`config.mk`:
```
export PLATFORM = sky130hd
export DESIGN_NAME = mem_access
export DESIGN_NICKNAME = d
export VERILOG_FILES = /design/src/rtl/mem_access_pkg.sv /design/src/rtl/mem_access_byteext.sv /design/src/rtl/mem_access.sv
export SDC_FILE = /design/constraint.sdc
export NUM_CORES = 1
export LEC_CHECK = 0
export BUFFER_PORTS_ARGS = -buffer_cell sky130_fd_sc_hd__buf_4
export CAP_MARGIN = 15
export CORE_MARGIN = 5
export CORE_UTILIZATION = 49
export CTS_CLUSTER_SIZE = 16
export DETAILED_ROUTE_END_ITERATION = 6
export PLACE_DENSITY = 0.81
export SYNTH_ARGS = -nofsm -noshare
export SYNTH_HDL_FRONTEND = slang
export SYNTH_HIERARCHICAL = 1
export SYNTH_SLANG_ARGS = --single-unit
```
`constraint.sdc`:
```
create_clock -name clk -period 5.5 [get_ports clk]
set_input_delay 0.275 -clock clk [delete_from_list [all_inputs] [get_ports clk]]
set_output_delay 0.275 -clock clk [all_outputs]
set_load 0.1 [all_outputs]
```
`src/rtl/mem_access_pkg.sv`:
```
// Shared types and constants for the memory access sequencer and its byte extractor.
package mem_access_pkg;

    typedef enum logic [1:0] {
        IDLE   = 2'd0,
        ACCESS = 2'd1,
        DONE   = 2'd2
    } state_t;

    localparam logic [1:0] LB_WORD     = 2'b00;
    localparam logic [1:0] LB_SIGNED   = 2'b01;
    localparam logic [1:0] LB_UNSIGNED = 2'b10;

    localparam int TIMEOUT_DEFAULT = 15;

    // Mode 2'b11 has no byte meaning and behaves as a full word.
    function automatic logic is_word_mode(input logic [1:0] mode);
        return (mode != LB_SIGNED) && (mode != LB_UNSIGNED);
    endfunction

endpackage

```
`src/rtl/mem_access_byteext.sv`:
```
// Combinational big-endian byte selection with sign or zero extension.
module byteext
    import mem_access_pkg::*;
(
    input  logic [31:0] word_i,
    input  logic [1:0]  offset_i,
    input  logic [1:0]  mode_i,
    output logic [31:0] result_o
);

    logic [3:0][7:0] lanes;
    logic [7:0]      sel_byte;

    // Offset 0 addresses the most significant byte.
    generate
        for (genvar gi = 0; gi < 4; gi++) begin : g_lane
            assign lanes[gi] = word_i[31-8*gi -: 8];
        end
    endgenerate

    assign sel_byte = lanes[offset_i];

    always_comb begin
        result_o = word_i;
        case (mode_i)
            LB_SIGNED:   result_o = {{24{sel_byte[7]}}, sel_byte};
            LB_UNSIGNED: result_o = {24'h000000, sel_byte};
            default:     result_o = word_i;
        endcase
    end

endmodule

```
`src/rtl/mem_access.sv`:
```
// Single-access memory sequencer: captures a request, drives the memory handshake
// with a bounded wait, and returns a registered, byte-extracted load result.
module mem_access
    import mem_access_pkg::*;
#(
    parameter int TIMEOUT = TIMEOUT_DEFAULT
) (
    input  logic        clk,
    input  logic        reset,
    input  logic        req,
    input  logic        we,
    input  logic [1:0]  lb,
    input  logic        irwrite,
    input  logic [31:0] addr,
    input  logic [31:0] wdata,
    output logic        busy,
    output logic        done,
    output logic        err,
    output logic [31:0] rdata,
    output logic [31:0] instr,
    output logic        mem_req,
    output logic        mem_we,
    output logic [31:0] mem_addr,
    output logic [31:0] mem_wdata,
    input  logic [31:0] mem_rdata,
    input  logic        mem_ack
);

    localparam logic [7:0] TIMEOUT_LAST = 8'(TIMEOUT - 1);

    state_t      state_q, state_d;
    logic [7:0]  cnt_q, cnt_d;
    logic        err_q, err_d;
    logic        we_q, irwrite_q;
    logic [1:0]  lb_q, off_q;
    logic [31:0] addr_q, wdata_q;
    logic [31:0] rdata_q, rdata_d;
    logic [31:0] instr_q, instr_d;
    logic        accept, acked, misaligned;
    logic [31:0] ext_word;

    // Stores are always word-wide, so their lb field never makes them legal when unaligned.
    assign misaligned = (addr[1:0] != 2'b00) && (we || is_word_mode(lb));

    byteext u_byteext (
        .word_i   (mem_rdata),
        .offset_i (off_q),
        .mode_i   (lb_q),
        .result_o (ext_word)
    );

    always_comb begin
        state_d = state_q;
        cnt_d   = cnt_q;
        err_d   = 1'b0;
        accept  = 1'b0;
        acked   = 1'b0;
        case (state_q)
            IDLE: begin
                cnt_d = 8'd0;
                if (req) begin
                    accept = 1'b1;
                    if (misaligned) begin
                        state_d = DONE;
                        err_d   = 1'b1;
                    end else begin
                        state_d = ACCESS;
                    end
                end
            end
            ACCESS: begin
                if (mem_ack) begin
                    state_d = DONE;
                    acked   = 1'b1;
                end else if (cnt_q == TIMEOUT_LAST) begin
                    state_d = DONE;
                    err_d   = 1'b1;
                end else begin
                    cnt_d = cnt_q + 8'd1;
                end
            end
            DONE: begin
                state_d = IDLE;
            end
            default: begin
                state_d = IDLE;
            end
        endcase
    end

    always_comb begin
        rdata_d = rdata_q;
        instr_d = instr_q;
        if (acked && !we_q) begin
            rdata_d = ext_word;
            if (irwrite_q) begin
                instr_d = mem_rdata;
            end
        end
    end

    always_ff @(posedge clk or posedge reset) begin
        if (reset) begin
            state_q   <= IDLE;
            cnt_q     <= 8'd0;
            err_q     <= 1'b0;
            we_q      <= 1'b0;
            irwrite_q <= 1'b0;
            lb_q      <= LB_WORD;
            off_q     <= 2'b00;
            addr_q    <= 32'h0;
            wdata_q   <= 32'h0;
            rdata_q   <= 32'h0;
            instr_q   <= 32'h0;
        end else begin
            state_q <= state_d;
            cnt_q   <= cnt_d;
            err_q   <= err_d;
            rdata_q <= rdata_d;
            instr_q <= instr_d;
            if (accept) begin
                we_q      <= we;
                irwrite_q <= irwrite;
                lb_q      <= lb;
                off_q     <= addr[1:0];
                addr_q    <= {addr[31:2], 2'b00};
                wdata_q   <= wdata;
            end
        end
    end

    // Handshake outputs decode the state register so reset removes them without waiting for a clock.
    assign busy      = (state_q != IDLE);
    assign done      = (state_q == DONE);
    assign err       = err_q;
    assign mem_req   = (state_q == ACCESS);
    assign mem_we    = (state_q == ACCESS) && we_q;
    assign mem_addr  = addr_q;
    assign mem_wdata = wdata_q;
    assign rdata     = rdata_q;
    assign instr     = instr_q;

endmodule

```
==> qor.yml <==
synth_top_family_by_area: "multiplexers"
ff2ff_path_depth: 5
postCtsHoldBufs: 0
grt_pass1_vias: 4606
route.vias.total: 4410
gr-usage-all-layers_pct: 21.0
yosys_most_used_dff: "dfrtp_1"
fp.dieW_um: 123
regToRegEndpoint: "rdata[27]"
synthAdderAreaFrac_pct: 0.795
worst_slew_pin_slew_ps: 1100
synth_simple_gate_area_share_pct: 2.94
fin_crit_ps: 2570
antenna_cells: 0
io_buffers: 234
reg2reg_slack_ps: 2930
place_congestion: 0.795
fmax_mhz: 389
fin_setup_tns_ps: 0
clk_pin_slew_ps: 60
post_cts_buffers: 0
crit_start: "lb_q[0]"
core_area_um2: 12600
maxCapViolations: 0
synth_xor_area_share_pct: 0.139
ant_nets: 0
status: "complete, but fails checks"
synth_seq_cells: 143
areaGrowthSynthToFinish_pct: 37.6
hold_slack_ps: -7.31
max_slew_margin_pct: 26.7
synth_area_per_cell_um2: 15.4
clk_path_buf_depth: 2
synth_area_um2: 6300
clock_latency_ps: 410
grt_pass1_wl_um: 24400
mostFrequentLayoutCell: "buf_4"
gr-total-overflow: 0
postLayoutCellArea_um2: 8670
wl_per_cell_um: 19.4
maxSlewViolCount: 0
cts_tree: "yes"
ys_warn_count: 6
setup.worst_path.end_class: "flop"
path_class: "flop to flop"
instances_no_fill: 820
die_area_um2: 15200
drc: 0
drive_above_1_share_pct: 63.1
async_flop_share_pct: 100
via_per_inst: 5.38
cts_buffers: 17
ctsHtreeMaxLevel: 4
most-common-layout-cells: "236 x buf_4, 143 x dfrtp_1, 103 x mux2_2, 30 x mux2_4, 30 x a22o_1"
placed_area_um2: 8120
violations: "hold timing"
firstDrtPassIters: 5
cts_sinks: 143
ioPinCount: 237
finalClockSkew_ps: 5.24
synth-compound-area-share_pct: 7.09
hold_viol: 7
synthCells: 410
die_y_um: 123
dp_cells: 790
cts_root_buf: "clkbuf_16"
hpwlAfterDp_um: 11600
rsz0062_at_grt: "no"
post-route-period-util_pct: 46.7
worstReg2RegStart: "lb_q[0]"
setup_viol: 0
rows: 41
ys_types: 41
nNetsFinal: 745
post_synth_mux_area_share_pct: 28.8
critPathArrivalTime_ps: 2860
hold_path_class: "input pin to async pin"
synth_seq_area_share_pct: 56.8
cp-start-kind: "flop"
start_util_pct: 49.9
crit_fanout: 34
drt-total-wl_um: 15900
grt_max_degree: 90
drt-initial-drc-count: 342
post_cts_resized: 0
synth_edf_count: 0
required_ps: 5790
antenna_found_initial: 0
==> stage by stage <==
step           setup WS (ps)  util, %  hold WS [ps]
5_1_grt                 2770     68.7          75.4
2_1_floorplan           1390        -           423
3_3_place_gp            3040     64.3           472
6_report                2930     68.7         -7.31
4_1_cts                 2980     68.7          42.7
3_5_place_dp            2980     64.3           481
==> cell families (layout without fill, tap and decap cells) <==
logic type | count (synthesis) | count (layout)
AND/OR/NAND/NOR | 30 | 30
adder cells (fa/ha/maj) | 4 | 4
multiplexers | 141 | 141
buffers and inverters | 36 | 273
other | 1 | 2
flip-flops | 143 | 143
AO/OA/AOI/OAI | 54 | 54
XOR/XNOR | 1 | 1
==> area by class of cell <==
class	count	area (um2)
multi-input cells	232	2520
flip-flops and latches	143	3580
repair buffers	236	1770
inverters	7	31.3
fillers	907	3950
clock inverters	5	56.3
clock buffers	25	495
well taps	172	215
==> registers in the layout, indices dropped and copies added, names as in the netlist <==
name / cells
cnt_q: 8
err: 1
instr: 32
irwrite_q: 1
lb_q: 2
mem_addr: 30
mem_wdata: 32
off_q: 2
rdata: 32
state_q: 2
we_q: 1
==> synthesized netlist by cell type, drive strengths merged, types with 2 or more instances <==
library cell	number	area, um2
buf	20	148
o22a	2	17.5
nor2b	4	32.5
mux2	133	1610
ha	4	50.1
a21oi	3	18.8
nand3	4	20.0
dfrtp	143	3580
a22o	35	313
clkbuf	9	35.0
nor3	2	10.0
o21ai	5	25.0
mux4	8	206
and2	3	18.8
nand4	3	18.8
a21o	4	30.0
nor2	5	18.8
inv	7	26.3
nand2	4	22.5
==> layer usage <==
metal / wire, um / up-vias / global-route usage (%)
met1: 6220 / 2212 / 25.8
li1: - / 1970 / -
met5: 0 / - / 0
met3: 1410 / 21 / 6.22
met2: 7980 / 207 / 34.6
met4: 332 / 0 / 8.44
==> critical path, stage by stage, from the launching register on <==
cell and delay, ps:
dfrtp_1 370, inv_1 50, ha_1 1020, nor2b_2 430, a22o_2 320, mux2_2 260
==> worst max-delay path by stage <==
stage / endpoint / cells after the start / slack (ps)
CTS: instr[3] / 4 / 2980
finish: rdata[27] / 5 / 2930
global route: rdata[29] / 5 / 2770
global placement: rdata[27] / 5 / 3040
floorplan: cnt_q[0] / 1 / 1390
detailed placement: instr[3] / 4 / 2980
Power is not shown: default switching activity piles up to over one toggle a cycle in this logic, so the estimate is an artifact.
